**config.mk**
```make
export PLATFORM = sky130hd
export DESIGN_NAME = bus_timer
export DESIGN_NICKNAME = d
export VERILOG_FILES = /design/src/rtl/bus_timer.sv
export SDC_FILE = /design/constraint.sdc
export NUM_CORES = 1
export LEC_CHECK = 0
export ABC_AREA = 1
export CORE_ASPECT_RATIO = 0.5
export CORE_MARGIN = 1
export CORE_UTILIZATION = 40
export DETAILED_ROUTE_END_ITERATION = 6
export GPL_TIMING_DRIVEN = 0
export PLACE_DENSITY_LB_ADDON = 0.25
export SETUP_SLACK_MARGIN = 0.02
export SLEW_MARGIN = 25
export SYNTH_ARGS = -nofsm -noshare
export SYNTH_HDL_FRONTEND = slang
export SYNTH_SLANG_ARGS = --single-unit
```
**constraint.sdc**
```tcl
create_clock -name cpu_clk -period 6.66 [get_ports cpu_clk]
set_clock_uncertainty 0.15 [all_clocks]
set_input_delay 1.332 -clock cpu_clk [delete_from_list [all_inputs] [get_ports cpu_clk]]
set_output_delay 1.332 -clock cpu_clk [all_outputs]
set_load 0.01 [all_outputs]
```
**src/rtl/bus_timer.sv**
```systemverilog
`default_nettype none
// ============================================================================
// Module   : bus_timer
// Purpose  : Bus-mapped down-counting timer (CTRL/LOAD/COUNT/STATUS) with
//            auto-reload, one-shot mode and W1C expiry interrupt.
//            Optional 16-bit prescaler enabled by macro TIMER_PRESCALE_EN.
// Revision : 1.0 - initial release
// ============================================================================
module bus_timer (
    input  logic        cpu_clk,
    input  logic        cpu_rst,
    input  logic [31:0] Bus_addr,
    input  logic        Bus_sel,
    input  logic        Bus_we,
    input  logic [31:0] Bus_wdata,
    output logic [31:0] Bus_rdata,
    output logic        timer_irq
);

    localparam logic [2:0] c_OFF_CTRL     = 3'd0;
    localparam logic [2:0] c_OFF_LOAD     = 3'd1;
    localparam logic [2:0] c_OFF_COUNT    = 3'd2;
    localparam logic [2:0] c_OFF_STATUS   = 3'd3;
    localparam logic [2:0] c_OFF_PRESCALE = 3'd4;

    logic [2:0]  ctrl_q,  ctrl_d;
    logic [31:0] load_q,  load_d;
    logic [31:0] count_q, count_d;
    logic        exp_q,   exp_d;

    logic [2:0]  w_off;
    logic        w_wr;
    logic        w_tick;
    logic        w_expire;
    logic        w_unused_addr;

    assign w_off         = Bus_addr[4:2];
    assign w_wr          = Bus_sel & Bus_we;
    assign w_unused_addr = &{1'b0, Bus_addr[31:5], Bus_addr[1:0]};

`ifdef TIMER_PRESCALE_EN
    logic [15:0] presc_q, presc_d;
    logic [15:0] pcnt_q,  pcnt_d;

    assign w_tick = ctrl_q[0] && (pcnt_q == presc_q);

    // Any CTRL write restarts the prescale phase so a fresh enable gets a full period.
    always_comb begin
        presc_d = presc_q;
        pcnt_d  = pcnt_q + 16'd1;
        if (!ctrl_q[0] || w_tick) begin
            pcnt_d = 16'd0;
        end
        if (w_wr && (w_off == c_OFF_CTRL)) begin
            pcnt_d = 16'd0;
        end
        if (w_wr && (w_off == c_OFF_PRESCALE)) begin
            presc_d = Bus_wdata[15:0];
        end
    end

    always_ff @(posedge cpu_clk or posedge cpu_rst) begin
        if (cpu_rst) begin
            presc_q <= 16'd0;
            pcnt_q  <= 16'd0;
        end else begin
            presc_q <= presc_d;
            pcnt_q  <= pcnt_d;
        end
    end
`else
    assign w_tick = ctrl_q[0];
`endif

    assign w_expire = w_tick && (count_q == 32'd0);

    // Timer behaviour first; bus writes are applied afterwards so they take priority,
    // except W1C which must lose against a same-cycle expiry.
    always_comb begin
        ctrl_d  = ctrl_q;
        load_d  = load_q;
        count_d = count_q;
        exp_d   = exp_q;
        if (w_tick) begin
            if (count_q != 32'd0) begin
                count_d = count_q - 32'd1;
            end else begin
                exp_d = 1'b1;
                if (ctrl_q[1]) begin
                    count_d = load_q;
                end else begin
                    ctrl_d[0] = 1'b0;
                end
            end
        end
        if (w_wr) begin
            case (w_off)
                c_OFF_CTRL:   ctrl_d  = Bus_wdata[2:0];
                c_OFF_LOAD:   load_d  = Bus_wdata;
                c_OFF_COUNT:  count_d = Bus_wdata;
                c_OFF_STATUS: begin
                    if (Bus_wdata[0] && !w_expire) begin
                        exp_d = 1'b0;
                    end
                end
                default: ;
            endcase
        end
    end

    always_ff @(posedge cpu_clk or posedge cpu_rst) begin
        if (cpu_rst) begin
            ctrl_q  <= 3'd0;
            load_q  <= 32'd0;
            count_q <= 32'd0;
            exp_q   <= 1'b0;
        end else begin
            ctrl_q  <= ctrl_d;
            load_q  <= load_d;
            count_q <= count_d;
            exp_q   <= exp_d;
        end
    end

    always_comb begin
        Bus_rdata = 32'd0;
        if (Bus_sel) begin
            case (w_off)
                c_OFF_CTRL:     Bus_rdata = {29'd0, ctrl_q};
                c_OFF_LOAD:     Bus_rdata = load_q;
                c_OFF_COUNT:    Bus_rdata = count_q;
                c_OFF_STATUS:   Bus_rdata = {31'd0, exp_q};
`ifdef TIMER_PRESCALE_EN
                c_OFF_PRESCALE: Bus_rdata = {16'd0, presc_q};
`endif
                default:        Bus_rdata = 32'd0;
            endcase
        end
    end

    assign timer_irq = exp_q & ctrl_q[2];

endmodule
`default_nettype wire
```
==> After elaboration in Yosys (flattened, before gate mapping) <==
Index checks and enable logic that the tools add are counted.
{ "totals": {"register_bits": 68, "input_bits": 68, "out_inout_bits": 33, "elab_cells": 36} }
{ "classes": {"addsub": 1, "n_eq_ne": 3, "n_mux": 17, "bitwise": 2, "reduce_logical": 8} }
{ "op_table": {"columns": ["operator", "count"], "rows": [
  ["2-to-1 mux 32 bit", 6],
  ["case mux 32 bit (4 select lines)", 1],
  ["zero test 32 bit", 1],
  ["nonzero test 32 bit", 1],
  ["subtractor 32 x 1 -> 32 bit, second input constant", 1],
  ["2-to-1 mux 1 bit", 10],
  ["equality test 3 x 2 -> 1 bit, second input constant", 2],
  ["AND reduction 2 bit", 2],
  ["equality test 3 x 1 -> 1 bit, second input constant", 1],
  ["zero test 3 bit", 1],
  ["bitwise AND 1 bit", 2],
  ["logical AND 1 bit", 2],
  ["zero test 1 bit", 1]
]} }

==> Longest topological paths before layout <==
{ "logic_depth": {"ltp_word": 7, "depth_mapped": 13, "mapped_depth_nobuf": 13} }

==> Worst setup path before layout <==
Ideal clock, no wire load.
{ "synth_timing": {"path_kind": "input to output", "startpoint": "input port Bus_addr[4]", "endpoint": "output port Bus_rdata[21]", "arrival_time_ps": 2389, "t_required_ps": 5178, "path_slack_ps": 2789, "path_stages": 7, "path_buffers": 2, "path_cell_list": "nor2_1 > nand2_1 > inv_1 > buf_2 > buf_1 > nand2_1 > a21oi_1"} }
{ "synth_between": {"elab_chain_len": 3, "elab_cells_between_ends": 6, "classes_between": "eq/ne: 3; mux: 2; reduce/logical: 1"} }
{ "synth_rtl": {"columns": ["element", "line", "rtl"], "rows": [
  ["start: declaration", "12", "input logic [31:0] Bus_addr,"],
  ["equality test 3 x 2 -> 1 bit (tied with other cells)", "128", "case (w_off)"],
  ["case mux 32 bit (4 select lines) (*)", "128", null],
  ["2-to-1 mux 32 bit (*)", "127", "if (Bus_sel) begin"],
  ["end: declaration", "16", "output logic [31:0] Bus_rdata,"]
]} }
Every way passes the cells marked *; elsewhere a longest branch is shown, timed or not.

==> Worst setup path after layout <==
{ "layout_timing": {"startpoint": "input port Bus_addr[2]", "endpoint": "output port Bus_rdata[27]"} }
Same word-level chain as after synthesis.

==> impl_metrics.py <==
metrics = {
    "synthesis": {
        "synthTopCellsByArea": "dfrtp_1, nand2_1, mux2_2",
        "ys_seq_area_share_pct": 33.6,
        "synth_area_per_cell_um2": 6.61,
        "syn_nets": 837,
        "synth.cell_area_mm2": 0.00507,
        "yosys_warnings": 0,
        "synth_seq_cells": 68,
        "post-synth-top-area-cell": "dfrtp_1",
        "synthFlopType": "dfrtp_1",
        "async_flop_share_pct": 100,
        "synth-edff-count": 0,
        "synth.cells.most_frequent": "nand2_1, nor2_1, dfrtp_1",
        "syn_inst": 767,
        "synth_top_area_share_pct": 33.6,
        "synth_most_common_cell": "nand2_1",
        "yosysUniqueCellTypes": 33,
    },
    "global_routing": {
        "grt_most_used_layer": "met1",
        "gr-total-overflow": 0,
        "grt_util_met1_pct": 38.5,
        "grt.met2_usage_pct": 38.0,
        "grt_pass1_vias": 4795,
        "grt_max_degree": 39,
        "antenna_found_initial": 0,
        "grt_usage_pct": 26.1,
        "grt_pass1_wl_um": 25700,
        "use_met3_pct": 5.76,
    },
    "critical_path": {
        "slowest_stage": "clkdlybuf4s50_1",
        "cpPeakStageDelay_ps": 570,
        "rr_startpoint": "count_q[0]",
        "required_ps": 5180,
        "crit_path_end": "Bus_rdata[27]",
        "crit_fanout": 10,
        "end_kind": "output pin",
        "r2r_slack_ps": 4390,
        "worstSetupStartpointType": "input pin",
        "crit_chain": "clkdlybuf4s50_1 -> nor2_1 -> nand2_1 -> inv_1 -> buf_2 -> buf_1 -> nand2_1 -> a21oi_1 -> clkdlybuf4s50_1",
        "r2r-end": "count_q[10]",
        "arrival_ps": 3800,
        "crit_path_start": "Bus_addr[2]",
        "criticalPathCategory": "in -> out",
        "r2r_cells": 12,
    },
    "detailed_routing": {
        "viasPerCell": 5.15,
        "vias": 5243,
        "firstDrtPassIters": 5,
        "ant_nets": 0,
        "drc": 0,
        "dr.first_iter.drc_count": 415,
        "wl_per_cell_um": 16.2,
        "routed_wl_um": 16500,
    },
    "clock_network": {
        "cts_hold_buffers": 0,
        "clkSinkCount": 68,
        "cts_resized": 0,
        "clockBufferDepth": 2,
        "cts_tree": "yes",
        "root_buffer": "clkbuf_16",
        "post-cts-setup-buffers": 0,
        "clkLatencyLatePin_ps": 340,
        "htree_levels": 3,
        "cts-buffers-inserted": 9,
        "path_clk_slew_ps": 50,
    },
    "place": {
        "hpwl_um": 12600,
        "port_buffers": 71,
        "globalplace.congestion": 0.912,
    },
    "power_and_ir_drop": {
        "max-vdd-ir-drop_uv": 145,
        "power_density_mw_per_mm2": 357,
        "combPwrFrac_pct": 45.8,
        "power.leakage_uw": 0.00286,
        "switching_share_pct": 45.2,
        "pwr-share-seq_pct": 32.4,
        "p_int_uw": 1230,
        "p_clk_share_pct": 21.8,
        "switching_power_uw": 1020,
        "total_power_uw": 2250,
    },
    "run": {
        "max-cap-violations": 0,
    },
    "sta": {
        "rsz0062_at_grt": "false",
        "fin_crit_sh_pct": 79.4,
        "tns_ps": 0,
        "report.final.slew_viol_count": 0,
        "setup_viol": 0,
        "finalHoldViolations": 0,
        "final.min_clock_period_ps": 5290,
        "relSlewSlack_pct": 53.4,
        "worstMarginPinSlew_ps": 698,
        "fmax_mhz": 189,
    },
    "floorplan": {
        "start_util_pct": 42.0,
        "die_h_um": 81.6,
        "row_count": 28,
        "die_x_um": 161,
        "ios": 101,
        "coreArea_mm2": 0.0121,
        "die_area_mm2": 0.0132,
    },
    "cells_and_area": {
        "drive_above_1_share_pct": 10.7,
        "syn_to_final_growth_pct": 24.3,
        "antennaDiodeCount": 0,
        "finalNetCount": 920,
        "fillers": 1220,
    },
    "worst_hold_path": {
        "min_path_type": "reg -> reg",
    },
    "run_status": {
        "status": "complete, no violations",
    },
}
kinds of logic after synthesis:
group | synth area share, %
simple gates | 36.3
compound gates | 12.2
buf+inv | 8.36
flops | 33.6
mux | 6.44
xor+xnor | 2.59
fa+ha+maj | 0.493
power by group through the flow:
stage | clock network, uW | registers [uW] | logic (uW)
floorplan | 0 | 677 | 768
global placement | 0 | 729 | 991
detailed placement | 0 | 732 | 1010
CTS | 494 | 726 | 1020
global route | 512 | 751 | 1160
finish | 490 | 729 | 1030
how the worst min path moves through the flow:
stage | start | end | slack (ps) | cells after the start
floorplan | load_q[1] | load_q[1] | 300 | 2
global placement | load_q[1] | load_q[1] | 320 | 2
detailed placement | load_q[1] | load_q[1] | 330 | 2
CTS | load_q[1] | load_q[1] | 350 | 2
global route | load_q[1] | load_q[1] | 370 | 2
finish | load_q[1] | load_q[1] | 340 | 2
area by class of cell:
cell class                 instances  area, um2  area share (%)
clock inverter                     2       35.0           0.556
buffer                            32        173            2.74
multi-input combinational        600       2950            46.7
inverter                          67        254            4.03
tap                              165        206            3.28
timing repair buffer              72        731            11.6
sequential                        68       1700            27.0
clock buffer                      12        256            4.07
stage by stage:
step	instances	utilization [%]	hold slack (ps)	area (um2)	worst slack, ps
floorplan	767	-	303	5070	2790
global placement	1003	49.5	322	5990	1430
detailed placement	1004	49.7	333	6010	1410
CTS	1018	52.1	347	6300	1410
global route	1018	52.1	374	6300	1190
finish	1018	52.1	343	6300	1370
placed cells by master (no fill, tap or decap), drive strengths merged:
cell type	synthesis	routed
clkdlybuf4s50	0	71
or2	1	1
o31ai	1	1
mux2	29	29
nor2	100	100
a221oi	1	1
o22ai	1	1
nand2	301	301
o21ai	63	63
inv	66	66
o211ai	2	2
and2	1	1
nand3	24	24
a21oi	51	51
clkbuf	19	31
xor2	14	14
bufinv	0	1
ha	2	2
buf	13	14
dfrtp	68	68
xnor2	1	1
clkinv	1	2
nand4	8	8
critical path, delay by kind of cell:
family,cells,cell delay [ps]
buffers and inverters,5,1900
AND/OR/NAND/NOR,3,410
AO/OA/AOI/OAI,1,170
state kept, by name, summed over array words and instances (netlist names):
| name | count |
|---|---|
| exp_q | 1 |
| ctrl_q | 3 |
| load_q | 32 |
| count_q | 32 |
layer usage:
layer  up-vias  part of all wire, %  wire (um)
met4         0                  1.2        194
met2       190                   40       6510
met1      2450                   52       8560
li1       2585                    -          -
met3        18                  7.3       1200
met5         -                    0          0
Note: power is estimated with default switching activity, not from simulation.
